File: config.mk
export PLATFORM = sky130hd
export DESIGN_NAME = param_mod_counter
export DESIGN_NICKNAME = d
export VERILOG_FILES = /design/src/rtl/counter_defs_pkg.sv /design/src/rtl/mod_next_calc.sv /design/src/rtl/param_mod_counter.sv
export SDC_FILE = /design/constraint.sdc
export NUM_CORES = 1
export LEC_CHECK = 0
export BUFFER_PORTS_ARGS = -buffer_cell sky130_fd_sc_hd__buf_2
export CORE_MARGIN = 1.5
export CORE_UTILIZATION = 39
export DETAILED_ROUTE_END_ITERATION = 8
export GPL_ROUTABILITY_DRIVEN = 0
export SLEW_MARGIN = 10
export SYNTH_ARGS = -nofsm -noshare
export SYNTH_HDL_FRONTEND = slang
export SYNTH_SLANG_ARGS = --single-unit
export TNS_END_PERCENT = 1
File: constraint.sdc
create_clock -name clock -period 4.7 [get_ports clock]
set_clock_uncertainty 0.2 [all_clocks]
set_input_delay 1.175 -clock clock [delete_from_list [all_inputs] [get_ports clock]]
set_output_delay 1.175 -clock clock [all_outputs]
set_load 0.03 [all_outputs]
File: src/rtl/counter_defs_pkg.sv
// Shared definitions for the parametrised modulo counter family.
// Holds the count-direction type and the default parameter values.
package counter_defs_pkg;

  typedef enum logic {
    CNT_DOWN = 1'b0,
    CNT_UP   = 1'b1
  } dir_e;

  localparam int DEF_WIDTH   = 4;
  localparam int DEF_MODULUS = 12;
  localparam int DEF_WRAP_W  = 8;

endpackage

File: src/rtl/mod_next_calc.sv
// Combinational next-count, range-boundary detect and terminal count for a modulo-N counter.
// Define COUNTER_SATURATE_EN to hold at the boundary instead of wrapping.
module mod_next_calc
  import counter_defs_pkg::*;
#(
  parameter int WIDTH   = DEF_WIDTH,
  parameter int MODULUS = DEF_MODULUS
) (
  input  logic [WIDTH-1:0] count,
  input  dir_e             dir,
  input  logic             enable,
  input  logic             load,
  output logic [WIDTH-1:0] next_count,
  output logic             at_bound,
  output logic             tc
);

  localparam logic [WIDTH-1:0] MAX_VAL = WIDTH'(MODULUS - 1);

  always_comb begin
    // NOTE: every output gets a default first so no path leaves it unassigned (no latch).
    next_count = count;
    at_bound   = 1'b0;
    case (dir)
      CNT_UP: begin
        at_bound   = (count == MAX_VAL);
        next_count = at_bound ? '0 : count + WIDTH'(1);
      end
      default: begin
        at_bound   = (count == '0);
        next_count = at_bound ? MAX_VAL : count - WIDTH'(1);
      end
    endcase
`ifdef COUNTER_SATURATE_EN
    if (at_bound) next_count = count;
`endif
  end

  // tc doubles as the "step leaves the range" event used for wrap/sat in the top.
  assign tc = enable & ~load & at_bound;

endmodule

File: src/rtl/param_mod_counter.sv
// Parametrised modulo-N up/down counter with range-checked load, wrap pulse and wrap counter.
// Define COUNTER_SATURATE_EN to saturate at the range ends and expose the sticky sat output.
module param_mod_counter
  import counter_defs_pkg::*;
#(
  parameter int WIDTH   = DEF_WIDTH,
  parameter int MODULUS = DEF_MODULUS,
  parameter int WRAP_W  = DEF_WRAP_W
) (
  input  logic              clock,
  input  logic              reset,
  input  logic              load,
  input  logic [WIDTH-1:0]  data_in,
  input  logic              enable,
  input  logic              up_down,
  output logic [WIDTH-1:0]  data_out,
  output logic              tc,
  output logic              wrap,
  output logic              load_err,
  output logic [WRAP_W-1:0] wrap_cnt
`ifdef COUNTER_SATURATE_EN
  ,
  output logic              sat
`endif
);

  generate
    if (MODULUS < 2 || MODULUS > (1 << WIDTH)) begin : g_bad_modulus
      $fatal(1, "param_mod_counter: MODULUS must lie in 2..2**WIDTH");
    end
  endgenerate

  // One extra bit so MODULUS == 2**WIDTH is representable and every load is legal.
  localparam logic [WIDTH:0] MOD_EXT = (WIDTH + 1)'(MODULUS);

  logic             load_ok;
  dir_e             dir;
  logic [WIDTH-1:0] next_count;
  logic             at_bound;

  assign load_ok = ({1'b0, data_in} < MOD_EXT);
  assign dir     = dir_e'(up_down);

  mod_next_calc #(
    .WIDTH  (WIDTH),
    .MODULUS(MODULUS)
  ) u_next (
    .count     (data_out),
    .dir       (dir),
    .enable    (enable),
    .load      (load),
    .next_count(next_count),
    .at_bound  (at_bound),
    .tc        (tc)
  );

  always_ff @(posedge clock) begin
    // NOTE: sequential state uses non-blocking assignments so all registers update together.
    if (reset) begin
      data_out <= '0;
      load_err <= 1'b0;
    end else begin
      load_err <= 1'b0;
      if (load) begin
        if (load_ok) data_out <= data_in;
        else         load_err <= 1'b1;
      end else if (enable) begin
        data_out <= next_count;
      end
    end
  end

`ifdef COUNTER_SATURATE_EN
  assign wrap     = 1'b0;
  assign wrap_cnt = '0;

  always_ff @(posedge clock) begin
    if (reset)                sat <= 1'b0;
    else if (load && load_ok) sat <= 1'b0;
    else if (tc)              sat <= 1'b1;
  end
`else
  always_ff @(posedge clock) begin
    if (reset) begin
      wrap     <= 1'b0;
      wrap_cnt <= '0;
    end else begin
      wrap <= tc;
      if (tc) wrap_cnt <= wrap_cnt + WRAP_W'(1);
    end
  end
`endif

endmodule
* Yosys cells after proc, flatten, opt, wreduce, memory -nomap -nowiden
Index checks and enable logic that the tools add are counted.
Widths: inputs -> output; s select.
** Cells by class
- Add/subtract/negate cells :: 3
- Multiply operators :: 0
- Divide/modulo/power cells :: 0
- Magnitude comparators :: 1
- Equal/unequal tests :: 2
- Shift operators :: 0
- Muxes and demuxes :: 8
- Bitwise logic cells :: 3
- Reductions and logical operators :: 4
** Operators by type and width (count)
- $mux 4 :: 6
- $add 8x1->8 const B :: 1
- $add 4x1->4 const B :: 1
- $eq 4x4->1 const B :: 1
- $logic_not 4->1 :: 1
- $lt 4x4->1 const B :: 1
- $sub 4x1->4 const B :: 1
- $and 1x1->1 :: 2
- $mux 1 :: 2
- $ne 2x1->1 const B :: 1
- $reduce_and 2->1 :: 1
- $reduce_bool 2->1 :: 1
- $reduce_or 2->1 :: 1
- $not 1->1 :: 1
** Storage, ports and cells
- Register bits :: 14
- Bits in latches :: 0
- RAM bits :: 0
- Memory bits (read-only) :: 0
- Bits of input ports :: 9
- Output and inout bits :: 15
- Word-level logic and storage cells :: 25
- Memories :: 0

* Depth between registers and ports, before layout
Gate-level depths: netlist of the first run.
- Depth in word-level cells :: 5
- Mapped depth :: 6
- Gate-level depth less buffers :: 6

* Hierarchy
From an unflattened synthesis of the first run, not the netlist that was laid out.
** Unflattened totals
- Cell total of the unflattened synthesis :: 92
- Area, all modules :: 800.8 um2
** By module, submodules not included
- param_mod_counter :: times used 1, cells an instance 65, area an instance 608.1 um2, sequential area each 280.3 um2
- mod_next_calc :: times used 1, cells an instance 27, area an instance 192.7 um2, sequential area each 0.0 um2

* Worst setup path after synthesis of the first run
Ideal clock, no wire load.
- Kind :: input to output
- From :: input up_down
- To :: output tc
- Arrival :: 1.985 ns
- Required time :: 3.325 ns
- Setup slack :: 1.340 ns
- Cell stages on the path :: 3
- Buffers on the path :: 0
- Path through :: and3_1 o21ai_1 inv_1
** Between the ends
- Longest elaborated chain between the ends :: 2
** Ends and longest elaborated chain
- start: declaration :: line param_mod_counter.sv:15 : input logic up_down,
- $mux 1 :: line mod_next_calc.sv:24 : case (dir)
- $and 1x1->1 :: line mod_next_calc.sv:40 : assign tc = enable & ~load & at_bound;
- end: declaration :: line param_mod_counter.sv:17 : output logic tc,
No other way between the ends.

* Worst setup path after layout of the first run
Same ends and word-level chain as after synthesis.

==> impl_metrics.yaml, run 1 <==
run_status:
  status: "complete, no violations"
sta:
  drv_slew: 0
  tns_ns: 0
  setup_violations: 0
  worst_pin_slew_ns: 0.5478
  finalHoldViolCount: 0
  min_period_ns: 3.650
  fin_crit_sh_pct: 77.66
  max_freq_mhz: 274.0
  rsz0062_at_grt: "false"
  slew_headroom_pct: 63.24
yosys:
  async_flop_share_pct: 0
  netlist.area_leader.share_pct: 35.56
  seq_area_frac_synth_pct: 35.56
  ys_ff_latch: 14
  synth_mux_area_share_pct: 2.698
  yosys.area_share.simple_pct: 24.29
  synth_compound_area_share_pct: 23.49
  synth_most_common_cell: "dfxtp_1"
  synth_edf_count: 0
  syn-mean-instance-area_um2: 8.126
  synthXorXnorAreaFrac_pct: 3.333
  synthTopCellsByCount: "dfxtp_1, nor2_1, a21oi_1, o21ai_0, inv_1"
  yosysWarnings: 0
  synth_top_family_by_area: "simple AND/OR/NAND/NOR gates"
  synth.distinct_cells: 30
  synth_area_leaders: "dfxtp_1, a21oi_1, o21ai_0"
  synthesis.area_um2: 788.3
  synth_fa_ha_area_share_pct: 4.762
  syn_nets: 109
  synth_largest_area_cell: "dfxtp_1"
  syn_inst: 97
  synthFlopType: "dfxtp_1"
power:
  p_clk_share_pct: 26.9
  sw_frac_of_total_pct: 29.91
  internal_power_uw: 170.9
  p_per_area_nw_per_um2: 260.4
  ir_drop_mv: 0.1923
  combPwrFrac_pct: 19.6
  share_seq_of_total_power_pct: 53.5
  p_switching_uw: 72.90
  p_leak_nw: 0.4337
setup_path:
  rr_endpoint: "wrap_cnt[7]"
  crit_fanout: 8
  timing.rr.start: "data_out[0]"
  cp.required_ns: 3.32
  end_kind: "output port"
  r2r_slack_ns: 2.61
  crit_path_start_kind: "input port"
  reg2regPathDepth: 5
  cp.arrival_ns: 2.28
  critical_path_class: "input port to output port"
routing:
  met3_length_um: 53
  via_count: 742
  met1_length_um: 847
  wl_um: 1660
  top_layer_used: "met4"
  ant_nets: 0
  wl_per_cell_um: 11.37
  dr.pass1.iters: 4
  viasPerCell: 5.082
  drtIter0Drc: 11
  drc: 0
  route.met2.wl_um: 749
global_route:
  grt_max_degree: 16
  overflow: 0
  track_usage_pct: 15.67
  grt_pass1_wl_um: 2559
  antenna_found_initial: 0
  grt_pass1_vias: 580
worst_hold_path:
  hold_path_depth: 2
  hold_class: "flop to flop"
  hold_end: "wrap_cnt[7]"
  min-delay-start: "wrap_cnt[7]"
clock_network:
  cts_root_buf: "clkbuf_4"
  insertion_delay_ns: 0.27
  cts_tree: "done"
  max-clock-path-buffers: 2
  cts.sinks: 14
  post_cts_resized: 0
  clk_pin_slew_worst_paths_ns: 0.08
  cts_post_setup_buffers_inserted: 0
  numCtsBuffers: 3
  htreeDepth: 1
  cts_hold_buffers: 0
finish:
  postLayoutCellArea_um2: 935.9
  fin_nets: 133
  antennaDiodeCount: 0
  finalNonFillerCells: 146
  syn2layout_area_growth_pct: 18.73
  drive_gt1_share_pct: 25.21
floorplan:
  floorplan.initialDensity_pct: 41.02
  io_pins: 24
  dieArea_um2: 2300
  rows: 16
  fp.dieW_um: 47.96
  core-area_um2: 1922
  die_y_um: 47.96
placement:
  dp_cells: 143
  place_area_um2: 913.4
  hpwlAfterDp_um: 1255
  io_buffer_count: 23
flow_run:
  max_cap_violations: 0
==> kinds of logic (layout without fill, tap and decap cells) <==
kind of cell             count (synthesis)  in the layout
adder cells (fa/ha/maj)                  3              3
AND/OR/NAND/NOR                         35             35
flip-flops                              14             14
multiplexers                             2              2
buffers and inverters                   10             32
AO/OA/AOI/OAI                           30             30
XOR/XNOR                                 3              3
==> per-layer routing <==
metal,track usage (%),vias up
li1,-,391
met1,22.80,340
met2,22.93,9
met3,3.396,2
met4,4.865,0
met5,0,-
==> worst max-delay path by stage <==
stage | start | end | slack [ns]
after floorplan | up_down | tc | 1.34
after global placement | up_down | tc | 1.10
after detailed placement | up_down | tc | 1.06
after CTS | up_down | tc | 1.06
after global routing | up_down | tc | 0.93
final | up_down | tc | 1.05
==> cells in the final DEF, fill, tap and decap left out, types with 4 or more instances in the layout <==
cell type  netlist  routed
a21oi_1         10      10
buf_2            1      23
dfxtp_1         14      14
inv_1            6       6
nand2_1          4       4
nand3_1          5       5
nor2_1          11      11
o21ai_0          9       9
==> flip-flops by register name (all words and copies together), names as in the netlist <==
signal,count
wrap,1
load_err,1
wrap_cnt,8
data_out,4
==> cell type report <==
class | instances | area (µm²)
repair buffers | 23 | 115.1
well taps | 27 | 33.78
multi-input cells | 73 | 461.7
clock buffers | 3 | 22.52
inverters | 6 | 22.52
flip-flops and latches | 14 | 280.3
fillers | 207 | 985.9
==> power groups by stage <==
stage | Combinational [mW] | Sequential, mW | Clock [mW]
finish | 0.0477 | 0.130 | 0.0656
global route | 0.0539 | 0.132 | 0.0718
CTS | 0.0480 | 0.131 | 0.0684
detailed placement | 0.0478 | 0.133 | 0
global placement | 0.0472 | 0.133 | 0
floorplan | 0.0304 | 0.138 | 0
==> worst max-delay path: stages <==
cell and delay (ns):
buf_2 0.14, and3_1 0.22, o21ai_1 0.47, inv_1 0.07, buf_2 0.19
==> stage by stage <==
step | setup WS, ns | utilization, % | hold WS [ns] | total power, mW
after floorplan | 1.340 | - | 0.4028 | 0.1679
after global placement | 1.099 | 47.53 | 0.2576 | 0.1803
after detailed placement | 1.064 | 47.53 | 0.2732 | 0.1812
after CTS | 1.055 | 48.70 | 0.2867 | 0.2470
after global routing | 0.9319 | 48.70 | 0.3411 | 0.2576
final | 1.050 | 48.70 | 0.2809 | 0.2438
Power figures use the tool's default switching activity.
==> inputs of run 2 (changes only) <==
==> constraint.sdc (replaced) <==
create_clock -name clock -period 3.8 [get_ports clock]
set_clock_uncertainty 0.2 [all_clocks]
set_input_delay 0.95 -clock clock [delete_from_list [all_inputs] [get_ports clock]]
set_output_delay 0.95 -clock clock [all_outputs]
set_load 0.03 [all_outputs]
==> run 2 against run 1 <==
  * Routed wire length is 2.6% lower
  * First-iteration DRC count grew 100%
  * Setup slack lost 0.44 ns
  * Sequential power increased by 24%
  * Global-route usage fell by 0.31 points
  * Non-clock buffer count unchanged
  * Combinational power up 23%
  * Worst hold slack got worse by 0.0035 ns
  * Cell area stayed put
  * Clock-buffer cell count did not move
  * Sequential cell count is the same
  * Power rose by 24%
  * Largest cell class unchanged
==> impl_metrics.yaml, run 2 (same netlist as run 1, synthesis figures left out) <==
setup_path:
  rr_endpoint: "wrap_cnt[7]"
  critical_path_class: "input port to output port"
  path_cells: "buf_2 > and3_1 > o21ai_1 > inv_1 > buf_2"
  reg2regPathDepth: 5
  critPathMostFrequentCell: "buf_2"
  end_kind: "output port"
  crit_fanout: 8
  timing.rr.start: "data_out[0]"
  slowest_stage: "o21ai_1"
  cp.arrival_ns: 2.04
  cp.required_ns: 2.65
  cpPeakStageDelay_ns: 0.46
  r2r_slack_ns: 1.72
  crit_path_start_kind: "input port"
global_route:
  antenna_found_initial: 0
  overflow: 0
  grt_pass1_vias: 548
  grt_pass1_wl_um: 2470
  grt_max_degree: 16
  track_usage_pct: 15.37
power:
  p_clk_share_pct: 27.1
  sw_frac_of_total_pct: 29.97
  share_seq_of_total_power_pct: 53.4
  p_switching_uw: 90.49
  p_leak_nw: 0.4337
  power_uw: 302.0
  combPwrFrac_pct: 19.5
  internal_power_uw: 211.5
  p_per_area_nw_per_um2: 322.7
  ir_drop_mv: 0.1650
clock_network:
  htreeDepth: 1
  cts_hold_buffers: 0
  numCtsBuffers: 3
  cts.sinks: 14
  insertion_delay_ns: 0.27
  clk_pin_slew_worst_paths_ns: 0.08
  cts_root_buf: "clkbuf_4"
  post_cts_resized: 0
  cts_tree: "done"
  max-clock-path-buffers: 2
  cts_post_setup_buffers_inserted: 0
sta:
  finalHoldViolCount: 0
  max_freq_mhz: 313.7
  drv_slew: 0
  hold_ws_ns: 0.2774
  min_period_ns: 3.188
  fin_crit_sh_pct: 83.89
  worst_pin_slew_ns: 0.5365
  fin_ws_ns: 0.6122
  tns_ns: 0
  rsz0062_at_grt: "false"
  setup_violations: 0
  slew_headroom_pct: 63.99
finish:
  postLayoutCellArea_um2: 935.9
  mostFrequentLayoutCell: "buf_2"
  drive_gt1_share_pct: 25.21
  nFillCells: 200
  layout_common_cells: "buf_2, dfxtp_1, nor2_1, a21oi_1, o21ai_0"
  fin_nets: 133
  top_regs: "wrap_cnt (8), data_out (4)"
  seq_area_um2: 280.3
  antennaDiodeCount: 0
  syn2layout_area_growth_pct: 18.73
  regMostFlops: "wrap_cnt"
  multi_input_area_um2: 461.7
  largest_reg_flops: 8
floorplan:
  core-area_um2: 1922
  io_pins: 24
  rows: 16
  floorplan.initialDensity_pct: 41.02
  dieArea_um2: 2300
  fp.dieW_um: 47.96
  die_y_um: 47.96
worst_hold_path:
  min-delay-start: "wrap_cnt[7]"
  hold_class: "flop to flop"
  hold_path_depth: 2
  hold_end: "wrap_cnt[7]"
routing:
  wl_um: 1617
  via_count: 773
  ant_nets: 0
  drtIter0Drc: 22
  drc: 0
  dr.pass1.iters: 4
  wl_per_cell_um: 11.08
  viasPerCell: 5.295
placement:
  hpwlAfterDp_um: 1230
  post-place-ws_ns: 0.6103
  place_area_um2: 913.4
  io_buffer_count: 23
run_status:
  status: "complete, no violations"
flow_run:
  max_cap_violations: 0
run 2: per-stage QoR:
step / cells / util [%]
final: 146 / 48.70
after global routing: 146 / 48.70
after CTS: 146 / 48.70
after detailed placement: 143 / 47.53
after global placement: 143 / 47.53
after floorplan: 97 / -
run 2: layout make-up:
| cell class | instances | area share [%] |
|---|---|---|
| clock buffers | 3 | 2.406 |
| well taps | 27 | 3.610 |
| multi-input cells | 73 | 49.33 |
| flip-flops and latches | 14 | 29.95 |
| repair buffers | 23 | 12.30 |
| inverters | 6 | 2.406 |
run 2: how the worst max path moves through the flow:
stage / from / end / cells after the start
4_1_cts: up_down / tc / 5
3_5_place_dp: up_down / tc / 5
5_1_grt: up_down / tc / 5
2_1_floorplan: up_down / tc / 3
3_3_place_gp: up_down / tc / 5
6_report: up_down / tc / 5
run 2: power groups by stage:
stage          clock network [mW]  logic (mW)  registers, mW
2_1_floorplan                   0      0.0376          0.170
4_1_cts                    0.0847      0.0591          0.161
5_1_grt                    0.0918      0.0663          0.162
3_3_place_gp                    0      0.0584          0.165
3_5_place_dp                    0      0.0589          0.165
6_report                   0.0820      0.0588          0.161
run 2: routing by layer:
layer | track usage [%] | vias to the layer above | part of all wire (%)
met3 | 4.528 | 2 | 4.6
met2 | 19.73 | 19 | 45
li1 | - | 395 | -
met4 | 6.486 | 0 | 0.93
met5 | 0 | - | 0
met1 | 23.25 | 357 | 49
run 2: critical path, delay by kind of cell:
kind                   cells  cell delay [ns]
AO/OA/AOI/OAI              1             0.46
AND/OR/NAND/NOR            1             0.22
buffers and inverters      3             0.41
==> inputs of run 3 (changes only) <==
--- a/config.mk
+++ b/config.mk
@@ -10,6 +10,7 @@
 export CORE_UTILIZATION = 39
 export DETAILED_ROUTE_END_ITERATION = 8
 export GPL_ROUTABILITY_DRIVEN = 0
+export PLACE_DENSITY = 0.66
 export SLEW_MARGIN = 10
 export SYNTH_ARGS = -nofsm -noshare
 export SYNTH_HDL_FRONTEND = slang
==> constraint.sdc (replaced) <==
create_clock -name clock -period 2.83 [get_ports clock]
set_clock_uncertainty 0.2 [all_clocks]
set_input_delay 0.7075 -clock clock [delete_from_list [all_inputs] [get_ports clock]]
set_output_delay 0.7075 -clock clock [all_outputs]
set_load 0.03 [all_outputs]
==> run 3 against run 2 <==
  * Sequential share of layout area down 0.24 points
  * Sequential power up 34%
  * Cell count up 0.68%
  * Critical endpoint unchanged
  * Combinational power up 37%
  * Register-to-register slack worse by 0.98 ns
  * Global-route usage up 1.2 points
  * Critical path type is now flop to output port
  * Critical path depth up 1
  * Via count up 1.7%
  * First-iteration DRC count down 32%
==> impl_metrics.yaml, run 3 (same netlist as run 1, synthesis figures left out) <==
placement:
  hpwlAfterDp_um: 1290
  io_buffer_count: 23
  dp_cells: 144
setup_path:
  crit_path_end: "tc"
  crit_start: "data_out[0]"
  rr_endpoint: "wrap_cnt[7]"
  critical_path_class: "flop to output port"
  timing.rr.start: "data_out[0]"
  crit_path_start_kind: "flop"
  reg2regPathDepth: 5
  cp.required_ns: 1.92
  cp.arrival_ns: 1.65
  crit_fanout: 8
  end_kind: "output port"
  r2r_slack_ns: 0.74
routing:
  met1_length_um: 787
  drtIter0Drc: 15
  route.met2.wl_um: 883
  viasPerCell: 5.347
  met3_length_um: 51
  via_count: 786
  dr.pass1.iters: 4
  wl_um: 1737
  ant_nets: 0
  top_layer_used: "met4"
  drc: 0
  wl_per_cell_um: 11.82
finish:
  largest_reg_flops: 8
  antennaDiodeCount: 0
  fin_nets: 134
  regMostFlops: "wrap_cnt"
  mostFrequentLayoutCell: "buf_2"
  top_regs: "wrap_cnt (8), data_out (4)"
  utilization_pct: 49.09
  finalNonFillerCells: 147
  drive_gt1_share_pct: 25.83
  layout_common_cells: "buf_2, dfxtp_1, nor2_1, a21oi_1, o21ai_0"
  syn2layout_area_growth_pct: 19.68
global_route:
  track_usage_pct: 16.56
  grt_pass1_vias: 609
  overflow: 0
  antenna_found_initial: 0
  grt_max_degree: 16
  grt_pass1_wl_um: 2615
floorplan:
  fp.dieW_um: 47.96
  io_pins: 24
  dieArea_um2: 2300
  rows: 16
  floorplan.initialDensity_pct: 41.02
  core-area_um2: 1922
  die_y_um: 47.96
sta:
  rsz0062_at_grt: "false"
  fin_crit_sh_pct: 90.49
  worst_pin_slew_ns: 0.3837
  min_period_ns: 2.561
  tns_ns: 0
  drv_slew: 0
  setup_violations: 0
  finalHoldViolCount: 0
  slew_headroom_pct: 74.37
  max_freq_mhz: 390.5
clock_network:
  post_cts_resized: 0
  cts_post_setup_buffers_inserted: 0
  cts.sinks: 14
  insertion_delay_ns: 0.27
  htreeDepth: 1
  cts_root_buf: "clkbuf_4"
  cts_tree: "done"
  numCtsBuffers: 3
  clk_pin_slew_worst_paths_ns: 0.08
  max-clock-path-buffers: 2
  cts_hold_buffers: 0
flow_run:
  max_cap_violations: 0
power:
  power_uw: 404.3
  p_per_area_nw_per_um2: 428.6
  ir_drop_mv: 0.2669
  p_leak_nw: 0.4379
run_status:
  status: "complete, no violations"
worst_hold_path:
  hold_path_depth: 2
  hold_class: "flop to flop"
[run 3: critical path, stage by stage, from the launching register on]
cell     delay (ns)
dfxtp_1        0.46
inv_1          0.09
ha_1           0.24
nor3b_2        0.18
o21ai_1        0.19
inv_1          0.05
buf_2          0.17
[run 3: where the power goes]
group / switching, mW / internal, mW
Sequential: 0.0126 / 0.204
Clock: 0.0584 / 0.0492
Combinational: 0.0487 / 0.0317
[run 3: area by class of cell]
| type | instances | area [µm²] |
|---|---|---|
| multi-input combinational | 73 | 461.7 |
| tap | 27 | 33.78 |
| fill | 203 | 978.4 |
| inverter | 6 | 22.52 |
| sequential | 14 | 280.3 |
| clock buffer | 3 | 22.52 |
| timing repair buffer | 24 | 122.6 |
[run 3: worst min-delay path by stage]
stage / startpoint / endpoint / slack [ns]
6_report: wrap_cnt[7] / wrap_cnt[7] / 0.30
5_1_grt: wrap_cnt[7] / wrap_cnt[7] / 0.32
4_1_cts: wrap_cnt[7] / wrap_cnt[7] / 0.29
3_5_place_dp: wrap_cnt[7] / wrap_cnt[7] / 0.28
3_3_place_gp: wrap_cnt[7] / wrap_cnt[7] / 0.26
2_1_floorplan: wrap_cnt[7] / wrap_cnt[7] / 0.40
[run 3: layer usage]
metal | vias up | track usage [%]
li1 | 395 | -
met4 | 0 | 8.108
met3 | 2 | 4.528
met1 | 377 | 21.12
met2 | 12 | 25.60
met5 | - | 0
[run 3: stage by stage]
| stage | worst slack, ns | area (µm²) | hold WS [ns] |
|---|---|---|---|
| 6_report | 0.2690 | 943.4 | 0.2984 |
| 5_1_grt | 0.1299 | 943.4 | 0.3243 |
| 4_1_cts | 0.2566 | 943.4 | 0.2886 |
| 3_5_place_dp | 0.4143 | 920.9 | 0.2775 |
| 3_3_place_gp | 0.4307 | 920.9 | 0.2646 |
| 2_1_floorplan | 0.2562 | 788.3 | 0.4028 |
